<file path="config.mk">
export PLATFORM = sky130hd
export DESIGN_NAME = moo_seq_flat
export DESIGN_NICKNAME = d
export VERILOG_FILES = /design/src/rtl/moo_seq_if.sv /design/src/rtl/moo_seq.sv /design/src/flat_wrapper.sv
export SDC_FILE = /design/constraint.sdc
export NUM_CORES = 1
export LEC_CHECK = 0
export ABC_AREA = 1
export CAP_MARGIN = 40
export CELL_PAD_IN_SITES_DETAIL_PLACEMENT = 2
export CELL_PAD_IN_SITES_GLOBAL_PLACEMENT = 2
export CORE_MARGIN = 2
export CORE_UTILIZATION = 28
export CTS_BUF_LIST = sky130_fd_sc_hd__clkbuf_8
export CTS_CLUSTER_SIZE = 16
export DETAILED_ROUTE_END_ITERATION = 12
export PLACE_DENSITY_LB_ADDON = 0.1
export SYNTH_ARGS = -nofsm -noshare
export SYNTH_HDL_FRONTEND = slang
export SYNTH_SLANG_ARGS = --single-unit
</file>
<file path="constraint.sdc">
create_clock -name clk -period 1.95 [get_ports clk]
set_input_delay 0.585 -clock clk [delete_from_list [all_inputs] [get_ports clk]]
set_output_delay 0.585 -clock clk [all_outputs]
set_load 0.02 [all_outputs]
</file>
<file path="src/rtl/moo_seq_if.sv">
// Handshake and control bundle between the mode-of-operation sequencer and its
// neighbours: bus front end, input/output block buffers, data-in register, AES core.
interface moo_seq_if #(
    parameter int BLK_W = 16
);
    logic             clr_core;
    logic             start;
    logic             cfg_mode;
    logic             cfg_ctr_w;
    logic [BLK_W-1:0] cfg_blk_num;
    logic             din_vld;
    logic             din_rd;
    logic             dout_rdy;
    logic             dout_wr;
    logic             aes_start;
    logic             aes_done;
    logic             ecb_di_en;
    logic             ecb_iv_en;
    logic             ecb_di_clr;
    logic             ctr_4b;
    logic             ctr_4w;
    logic             busy;
    logic             done;
    logic [BLK_W-1:0] blk_left;

    modport slave (
        input  clr_core, start, cfg_mode, cfg_ctr_w, cfg_blk_num,
        input  din_vld, dout_rdy, aes_done,
        output din_rd, dout_wr, aes_start,
        output ecb_di_en, ecb_iv_en, ecb_di_clr, ctr_4b, ctr_4w,
        output busy, done, blk_left
    );

    modport master (
        output clr_core, start, cfg_mode, cfg_ctr_w, cfg_blk_num,
        output din_vld, dout_rdy, aes_done,
        input  din_rd, dout_wr, aes_start,
        input  ecb_di_en, ecb_iv_en, ecb_di_clr, ctr_4b, ctr_4w,
        input  busy, done, blk_left
    );
endinterface

</file>
<file path="src/rtl/moo_seq.sv">
// Block sequencer for ECB/CTR: steps the data-in register and AES core once per
// 128-bit block and handshakes with the input and output block buffers.
//
// state    | meaning
// ---------+-------------------------------------------------------------
// IDLE     | waiting for start; config sampled on start
// IVLD     | CTR: load IV/counter into data-in register
// WAIT_IN  | ECB: waiting for an input block
// LOAD     | ECB: load input block, pop input buffer
// START    | pulse AES start
// WAIT_AES | waiting for AES completion
// WAIT_OUT | waiting for output space (and input block in CTR), then push
// INC      | CTR: increment counter (32-bit or 128-bit)
// INCW     | CTR 128-bit: let the ripple increment settle
// DONE     | completion pulse, clear data-in register
module moo_seq #(
    parameter int BLK_W     = 16,
    parameter int INCW_WAIT = 4
) (
    input logic        clk,
    input logic        rst_n,
    moo_seq_if.slave   bus
);
    localparam int WCNT_W = (INCW_WAIT > 1) ? $clog2(INCW_WAIT) : 1;

    typedef enum logic [3:0] {
        ST_IDLE,
        ST_IVLD,
        ST_WAIT_IN,
        ST_LOAD,
        ST_START,
        ST_WAIT_AES,
        ST_WAIT_OUT,
        ST_INC,
        ST_INCW,
        ST_DONE
    } state_t;

    state_t            r_state;
    logic              r_mode;
    logic              r_ctr_w;
    logic [BLK_W-1:0]  r_blk_left;
    logic [WCNT_W-1:0] r_wcnt;
    logic              r_busy;
    logic              r_done;
    logic              r_di_clr;
    logic              r_di_en;
    logic              r_iv_en;
    logic              r_aes_start;
    logic              r_ctr_4b;
    logic              r_ctr_4w;
    logic              r_wout;
    logic              w_hs;

    // Output transfer is the only Mealy path: gated by a registered state flag
    // so it depends on the buffer handshakes, not on a state decode.
    assign w_hs = r_wout & bus.dout_rdy & (~r_mode | bus.din_vld) & ~bus.clr_core;

    assign bus.dout_wr    = w_hs;
    assign bus.din_rd     = r_di_en | (w_hs & r_mode);
    assign bus.aes_start  = r_aes_start;
    assign bus.ecb_di_en  = r_di_en;
    assign bus.ecb_iv_en  = r_iv_en;
    assign bus.ecb_di_clr = r_di_clr;
    assign bus.ctr_4b     = r_ctr_4b;
    assign bus.ctr_4w     = r_ctr_4w;
    assign bus.busy       = r_busy;
    assign bus.done       = r_done;
    assign bus.blk_left   = r_blk_left;

    always_ff @(posedge clk or negedge rst_n) begin
        if (!rst_n) begin
            r_state     <= ST_IDLE;
            r_mode      <= 1'b0;
            r_ctr_w     <= 1'b0;
            r_blk_left  <= '0;
            r_wcnt      <= '0;
            r_busy      <= 1'b0;
            r_done      <= 1'b0;
            r_di_clr    <= 1'b0;
            r_di_en     <= 1'b0;
            r_iv_en     <= 1'b0;
            r_aes_start <= 1'b0;
            r_ctr_4b    <= 1'b0;
            r_ctr_4w    <= 1'b0;
            r_wout      <= 1'b0;
        end else begin
            // Strobes are set only on entry to their state, so each lasts one cycle.
            r_done      <= 1'b0;
            r_di_clr    <= 1'b0;
            r_di_en     <= 1'b0;
            r_iv_en     <= 1'b0;
            r_aes_start <= 1'b0;
            r_ctr_4b    <= 1'b0;
            r_ctr_4w    <= 1'b0;

            if (bus.clr_core) begin
                r_state    <= ST_IDLE;
                r_blk_left <= '0;
                r_wcnt     <= '0;
                r_busy     <= 1'b0;
                r_wout     <= 1'b0;
            end else begin
                case (r_state)
                    ST_IDLE: begin
                        if (bus.start) begin
                            r_mode     <= bus.cfg_mode;
                            r_ctr_w    <= bus.cfg_ctr_w;
                            r_blk_left <= bus.cfg_blk_num;
                            r_busy     <= 1'b1;
                            if (bus.cfg_blk_num == '0) begin
                                r_state  <= ST_DONE;
                                r_done   <= 1'b1;
                                r_di_clr <= 1'b1;
                            end else if (bus.cfg_mode) begin
                                r_state <= ST_IVLD;
                                r_iv_en <= 1'b1;
                            end else begin
                                r_state <= ST_WAIT_IN;
                            end
                        end
                    end
                    ST_IVLD: begin
                        r_state     <= ST_START;
                        r_aes_start <= 1'b1;
                    end
                    ST_WAIT_IN: begin
                        if (bus.din_vld) begin
                            r_state <= ST_LOAD;
                            r_di_en <= 1'b1;
                        end
                    end
                    ST_LOAD: begin
                        r_state     <= ST_START;
                        r_aes_start <= 1'b1;
                    end
                    ST_START: begin
                        r_state <= ST_WAIT_AES;
                    end
                    ST_WAIT_AES: begin
                        if (bus.aes_done) begin
                            r_state <= ST_WAIT_OUT;
                            r_wout  <= 1'b1;
                        end
                    end
                    ST_WAIT_OUT: begin
                        if (w_hs) begin
                            r_wout     <= 1'b0;
                            r_blk_left <= r_blk_left - BLK_W'(1);
                            if (r_blk_left == BLK_W'(1)) begin
                                r_state  <= ST_DONE;
                                r_done   <= 1'b1;
                                r_di_clr <= 1'b1;
                            end else if (r_mode) begin
                                r_state  <= ST_INC;
                                r_ctr_4w <= r_ctr_w;
                                r_ctr_4b <= ~r_ctr_w;
                            end else begin
                                r_state <= ST_WAIT_IN;
                            end
                        end
                    end
                    ST_INC: begin
                        if (r_ctr_w && (INCW_WAIT > 0)) begin
                            r_state <= ST_INCW;
                            r_wcnt  <= WCNT_W'(INCW_WAIT - 1);
                        end else begin
                            r_state     <= ST_START;
                            r_aes_start <= 1'b1;
                        end
                    end
                    ST_INCW: begin
                        if (r_wcnt == '0) begin
                            r_state     <= ST_START;
                            r_aes_start <= 1'b1;
                        end else begin
                            r_wcnt <= r_wcnt - WCNT_W'(1);
                        end
                    end
                    ST_DONE: begin
                        r_state <= ST_IDLE;
                        r_busy  <= 1'b0;
                    end
                    default: begin
                        r_state <= ST_IDLE;
                        r_busy  <= 1'b0;
                        r_wout  <= 1'b0;
                    end
                endcase
            end
        end
    end
endmodule

</file>
<file path="src/flat_wrapper.sv">
// flat-port wrapper written by rule: the top's interface ports become plain ports
module moo_seq_flat 
#(
    parameter int BLK_W     = 16,
    parameter int INCW_WAIT = 4
)
  (clk, rst_n, bus_clr_core, bus_start, bus_cfg_mode, bus_cfg_ctr_w, bus_cfg_blk_num, bus_din_vld, bus_dout_rdy, bus_aes_done, bus_din_rd, bus_dout_wr, bus_aes_start, bus_ecb_di_en, bus_ecb_iv_en, bus_ecb_di_clr, bus_ctr_4b, bus_ctr_4w, bus_busy, bus_done, bus_blk_left);
  moo_seq_if #(.BLK_W(BLK_W)) bus_i ();
  input logic clk;
  input logic rst_n;
  input wire logic [$bits(bus_i.clr_core)-1:0] bus_clr_core;
  input wire logic [$bits(bus_i.start)-1:0] bus_start;
  input wire logic [$bits(bus_i.cfg_mode)-1:0] bus_cfg_mode;
  input wire logic [$bits(bus_i.cfg_ctr_w)-1:0] bus_cfg_ctr_w;
  input wire logic [$bits(bus_i.cfg_blk_num)-1:0] bus_cfg_blk_num;
  input wire logic [$bits(bus_i.din_vld)-1:0] bus_din_vld;
  input wire logic [$bits(bus_i.dout_rdy)-1:0] bus_dout_rdy;
  input wire logic [$bits(bus_i.aes_done)-1:0] bus_aes_done;
  output wire logic [$bits(bus_i.din_rd)-1:0] bus_din_rd;
  output wire logic [$bits(bus_i.dout_wr)-1:0] bus_dout_wr;
  output wire logic [$bits(bus_i.aes_start)-1:0] bus_aes_start;
  output wire logic [$bits(bus_i.ecb_di_en)-1:0] bus_ecb_di_en;
  output wire logic [$bits(bus_i.ecb_iv_en)-1:0] bus_ecb_iv_en;
  output wire logic [$bits(bus_i.ecb_di_clr)-1:0] bus_ecb_di_clr;
  output wire logic [$bits(bus_i.ctr_4b)-1:0] bus_ctr_4b;
  output wire logic [$bits(bus_i.ctr_4w)-1:0] bus_ctr_4w;
  output wire logic [$bits(bus_i.busy)-1:0] bus_busy;
  output wire logic [$bits(bus_i.done)-1:0] bus_done;
  output wire logic [$bits(bus_i.blk_left)-1:0] bus_blk_left;
  assign bus_i.clr_core = bus_clr_core;
  assign bus_i.start = bus_start;
  assign bus_i.cfg_mode = bus_cfg_mode;
  assign bus_i.cfg_ctr_w = bus_cfg_ctr_w;
  assign bus_i.cfg_blk_num = bus_cfg_blk_num;
  assign bus_i.din_vld = bus_din_vld;
  assign bus_i.dout_rdy = bus_dout_rdy;
  assign bus_i.aes_done = bus_aes_done;
  assign bus_din_rd = bus_i.din_rd;
  assign bus_dout_wr = bus_i.dout_wr;
  assign bus_aes_start = bus_i.aes_start;
  assign bus_ecb_di_en = bus_i.ecb_di_en;
  assign bus_ecb_iv_en = bus_i.ecb_iv_en;
  assign bus_ecb_di_clr = bus_i.ecb_di_clr;
  assign bus_ctr_4b = bus_i.ctr_4b;
  assign bus_ctr_4w = bus_i.ctr_4w;
  assign bus_busy = bus_i.busy;
  assign bus_done = bus_i.done;
  assign bus_blk_left = bus_i.blk_left;
  moo_seq #(.BLK_W(BLK_W), .INCW_WAIT(INCW_WAIT)) u_core (.clk(clk), .rst_n(rst_n), .bus(bus_i));
endmodule
</file>
; ---- After elaboration in Yosys (flattened, before gate mapping)
; Index checks and enable logic that the tools add are counted.
[classes]
muxes = 55
n_reduce_logical = 14
bitwise_logic = 9
addsub = 2
eq_ne = 19
[ops]
columns = operator, n
row1 = $mux 16, 3
row2 = $mux 4, 9
row3 = $pmux 16 s2, 1
row4 = $pmux 4 s8, 1
row5 = $mux 1, 31
row6 = $eq 16x1->1 const B, 1
row7 = $eq 4x3->1 const B, 4
row8 = $logic_not 16->1, 1
row9 = $reduce_or 8->1, 2
row10 = $sub 16x1->16 const B, 1
row11 = $ne 3x3->1 const B, 4
row12 = $reduce_and 3->1, 4
row13 = $ne 3x2->1 const B, 3
row14 = $eq 4x2->1 const B, 2
row15 = $eq 4x4->1 const B, 2
row16 = $mux 2, 4
row17 = $pmux 1 s3, 2
row18 = $reduce_bool 3->1, 2
row19 = $reduce_and 5->1, 1
row20 = $and 1x1->1, 4
row21 = $eq 4x1->1 const B, 1
row22 = $logic_not 4->1, 1
row23 = $ne 2x1->1 const B, 2
row24 = $pmux 1 s2, 2
row25 = 8 further kinds, 11
[totals]
word_cells = 112
in_bits = 25
regBits = 32
out_inout_bits = 26

; ---- Logic depth before layout (Yosys ltp)
[depth]
word_depth = 7
mapped_depth = 11
ltp_nobuf = 11

; ---- Worst setup path before layout
; OpenSTA, ideal clock, no wires.
[synth_timing]
kind = input -> output
from = in bus_din_vld
to = out bus_din_rd
cell_stages = 6
path_buffers = 0
t_arrival_ns = 1.443
required_time_ns = 1.365
path_slack_ns = -0.078
path_cell_list = inv_1 > nand2_1 > nand2_1 > nor2_1 > nand2_1 > nand2_1
[synth_between]
elab_chain_len = 5
[synth_rtl]
columns = element, line
row1 = start: declaration, flat_wrapper.sv:16  ; input wire logic [$bits(bus_i.din_vld)-1:0] bus_din_vld;
row2 = $or 1x1->1, moo_seq.sv:57  ; assign w_hs = r_wout & bus.dout_rdy & (~r_mode | bus.din_vld) & ~bus.clr_core;
row3 = $and 1x1->1 (2 in series), moo_seq.sv:57
row4 = via bus_dout_wr, flat_wrapper.sv:20  ; output wire logic [$bits(bus_i.dout_wr)-1:0] bus_dout_wr;
row5 = $and 1x1->1, moo_seq.sv:60  ; assign bus.din_rd = r_di_en | (w_hs & r_mode);
row6 = $or 1x1->1, moo_seq.sv:60
row7 = end: declaration, flat_wrapper.sv:19  ; output wire logic [$bits(bus_i.din_rd)-1:0] bus_din_rd;
; The timed path passes the listed nets, and every way through them passes these cells.

; ---- Worst setup path in the final report
[layout_timing]
from = reg u_core.r_blk_left[14] (netlist: u_core.bus.blk_left[14])
to = out bus_blk_left[14]
[layout_lines]
columns = element, line
row1 = start: declaration, moo_seq.sv:42  ; logic [BLK_W-1:0] r_blk_left;
row2 = start signal: assignment, moo_seq.sv:109  ; r_blk_left <= bus.cfg_blk_num;
row3 = start signal: assignment, moo_seq.sv:149  ; r_blk_left <= r_blk_left - BLK_W'(1);
row4 = end: declaration, flat_wrapper.sv:29  ; output wire logic [$bits(bus_i.blk_left)-1:0] bus_blk_left;
; No word-level cell between the ends.

==> metrics.md <==
| Metric | Value |
|---|---|
| Status | completed |
| Synth Warn # | 0 |
| DIE HEIGHT | 95.0 µm |
| Fraction of layout cells with a size suffix above 1 | between 10% and 20% |
| Routability cong. | between 0.8 and 0.9 |
| Cell Pwr Density | 1310 mW/mm² |
| Number of failing hold endpoints at the final stage | 0 |
| Worst stage delay on the critical path | between 0.6 and 0.7 ns |
| CP Depth | 1 |
| Async S/R FF share, synth | 100% |
| Max Cap Viol | 0 |
| Root Buffer Master | clkbuf_8 |
| # hold bufs at CTS | 0 |
| Count of input and output buffers | 50 |
| CP bufs+invs | 1 |
| Hold Path Stages | 1 |
| Wire per inst | 16.3 µm |
| IO Pins | 51 |
| DR pass1 iterations | 4 |
| Fill cells | between 900 and 1000 |
| Clock slew at reported path FFs | 0.09 ns |
| Final ANT Viol Nets | 0 |
| Crit path kind | flop to output pin |
| Total die area | 0.00902 mm² |
| Period utilization | a little over nine tenths |
| HP Class | flop to flop |
| LEAKAGE | 0.00177 µW |
| CP top delay family | buffers and inverters |
| R2R Setup Slk | 0.21 ns |
| IR drop worst, VDD | 448 µV |
| Syn nets | 379 |
| Crit. End Element | output pin |
| Die Width | 95.0 µm |
| CTS tree | done |
| Grt ovf | 0 |
| Sink Count | 32 |
| Initial Util | between 20% and 30% |
| Number of synthesized flops with an enable pin | 0 |
| Pin count of the biggest net entering global routing | 33 |
| Crit-path cells | clkdlybuf4s50_1 |
| Final Util | 40.4% |
| # rows | 33 |
| Post-Syn Instances | 351 |
| Post-route setup TNS | 0 ns |
| Vias | 2584 |
| ANT cells | 0 |
| Final Critical Period | 1.91 ns |
| Syn avg cell area | 6.60 µm² |
| Max Freq | between 500 and 600 MHz |
| Rel. slew slack | 79.3% |
| Critical Path RT | 1.36 ns |
| Initial antenna violation count | 0 |
| Skew final | 0.0132 ns |
| Max-slew violations | 0 |
| Reg2Reg Depth | 8 |
| Global-route wire length before repair | ~14000 µm |
| Top cells by area, synth | dfrtp_1 (35%), nand2_1 (18%), nor2_1 (9.2%), nand3_1 (6.3%), inv_1 (5.8%) |
| Final setup viols | 0 |
| Final Routed Wirelength | slightly below 9000 µm |
| Vias in the first global route | about 2900 |
| RSZ-0062 raised after global routing | false |
| Cell taking the most area after synthesis | dfrtp_1 |
| Top FF cell, synth | dfrtp_1 |
| Top-area cell type share of the netlist area | 34.6% |
| DR vias/cell | about 4.8 |
| Post-Syn Area | 0.00232 mm² |
| WP data arrival | 1.33 ns |
| GRT Total Usage | 21.1% |
| CTS max path bufs | 2 |
| DP HPWL | 7130 µm |
| Cts bufs inserted | 5 |
| Actual slew at the worst max-slew pin | 0.310 ns |
| Yosys reg bits | 32 |
| Distinct cells, synth | 34 |
| Setup crit start kind | flop |
| DRT iter0 DRCs | between 50 and 60 |
| Area growth from synthesis to layout | 42.0% |
| Core ar. | approximately 0.008 mm² |
| CP max stage cell | clkdlybuf4s50_1 |
| Part of the Yosys area used for sequential elements | 34.6% |
| DRC | 0 |
| Worst-Skew Late Latency | between 0.3 and 0.4 ns |
| Top fanout value on the critical path | 3 |
| H-Tree Depth | 2 |
| Layout Nets | 462 |
[stage by stage]
stage | setup WS [ns] | cell area (µm²) | power (µW) | hold WS, ns | cells
finish | 0.0388 | 3290 | 4320 | 0.484 | 540
global route | 0.00667 | 3290 | 4690 | 0.504 | 540
CTS | 0.00669 | 3270 | 4400 | 0.481 | 540
detailed placement | -0.865 | 3150 | 3850 | 0.469 | 529
global placement | -0.806 | 3150 | 3760 | 0.458 | 529
floorplan | 0.0517 | 2320 | 2780 | 0.289 | 351
[what timing repair did]
action / CTS / global route
buffers inserted: 3 / 0
setup endpoints to repair: 8 / 8
gates resized for setup: 33 / 8
pin swaps: 5 / 3
cloned: 0 / 0
[final cells by class]
cell class | instances | area [µm²] | share of cell area [%]
clock buffers | 5 | 68.8 | 2.09
clock inverters | 3 | 23.8 | 0.723
inverters | 43 | 164 | 4.98
multi-input cells | 269 | 1310 | 39.8
flip-flops and latches | 32 | 801 | 24.3
well taps | 105 | 131 | 3.99
repair buffers | 83 | 791 | 24.0
[routing by layer]
| metal | global-route usage (%) | share of wire, % | vias to the layer above |
|---|---|---|---|
| met3 | 2.79 | 2.1 | 14 |
| li1 | - | - | 1269 |
| met4 | 8.70 | 2.5 | 0 |
| met2 | 39.8 | 55 | 32 |
| met1 | 23.6 | 41 | 1269 |
| met5 | 0 | 0 | - |
[path summary, 6_finish.rpt]
check                                             start                       to
worst max-delay path            u_core.bus.blk_left[14]         bus_blk_left[14]
worst min-delay path                     u_core.r_ctr_w        u_core.bus.ctr_4b
worst max register to register  u_core.bus.blk_left[10]        u_core.r_state[1]
worst min register to register           u_core.r_ctr_w        u_core.bus.ctr_4b
max in group asynchronous                         rst_n        u_core.r_state[3]
min in group asynchronous                         rst_n  u_core.bus.blk_left[11]
[cells by family after synthesis]
group                      synth area share (%)
buffers and inverters                      9.88
AOI/OAI and AO/OA                          10.2
xor gates and xnor gates                  0.378
adders and majority gates                  1.62
DFF                                        34.6
and+or+nand+nor                            43.4
[registers in the layout (all words and copies together) (netlist names)]
name	flops
u_core.bus.aes_start	1
u_core.bus.ctr_4b	1
u_core.bus.ctr_4w	1
u_core.r_wcnt	2
u_core.bus.busy	1
u_core.bus.ecb_iv_en	1
u_core.r_ctr_w	1
u_core.r_wout	1
u_core.bus.done	1
u_core.r_mode	1
u_core.r_state	4
u_core.bus.blk_left	16
u_core.bus.ecb_di_en	1
[synth_stat cells (2+ instances only)]
library cell and count:
nor2_4 2, a21boi_1 2, nor3_1 6, nor2_2 4
nand4_1 4, ha_1 3, a21boi_2 2, nand2_2 6
buf_2 3, o21ai_2 5, nor2_1 57, dfrtp_1 32
o21ai_0 10, nand3_1 29, o22ai_1 2, nand2_1 114
buf_6 2, inv_2 6, nand3_2 2, o21ai_1 8
a21oi_1 4, inv_1 36
[cell usage in the layout, fill, tap and decap left out, types with 3 or more instances in the layout]
cell	count
nand2_1	110
nor2_1	56
inv_1	35
clkdlybuf4s50_1	32
dfrtp_1	32
nand3_1	29
buf_4	29
o21ai_0	10
nand2_2	9
o21ai_1	8
inv_2	7
dlygate4sd2_1	7
dlymetal6s2s_1	7
nor3_1	6
o21ai_2	5
clkbuf_8	5
nor2_2	4
a21oi_1	4
nand4_1	4
nor2_4	3
ha_1	3
buf_6	3
buf_12	3
[where the power goes]
group | switching, µW | internal (µW)
clock | 310 | 253
sequential | 282 | 891
combinational | 1660 | 930
total | 2250 | 2070
Power figures use the tool's default switching activity.
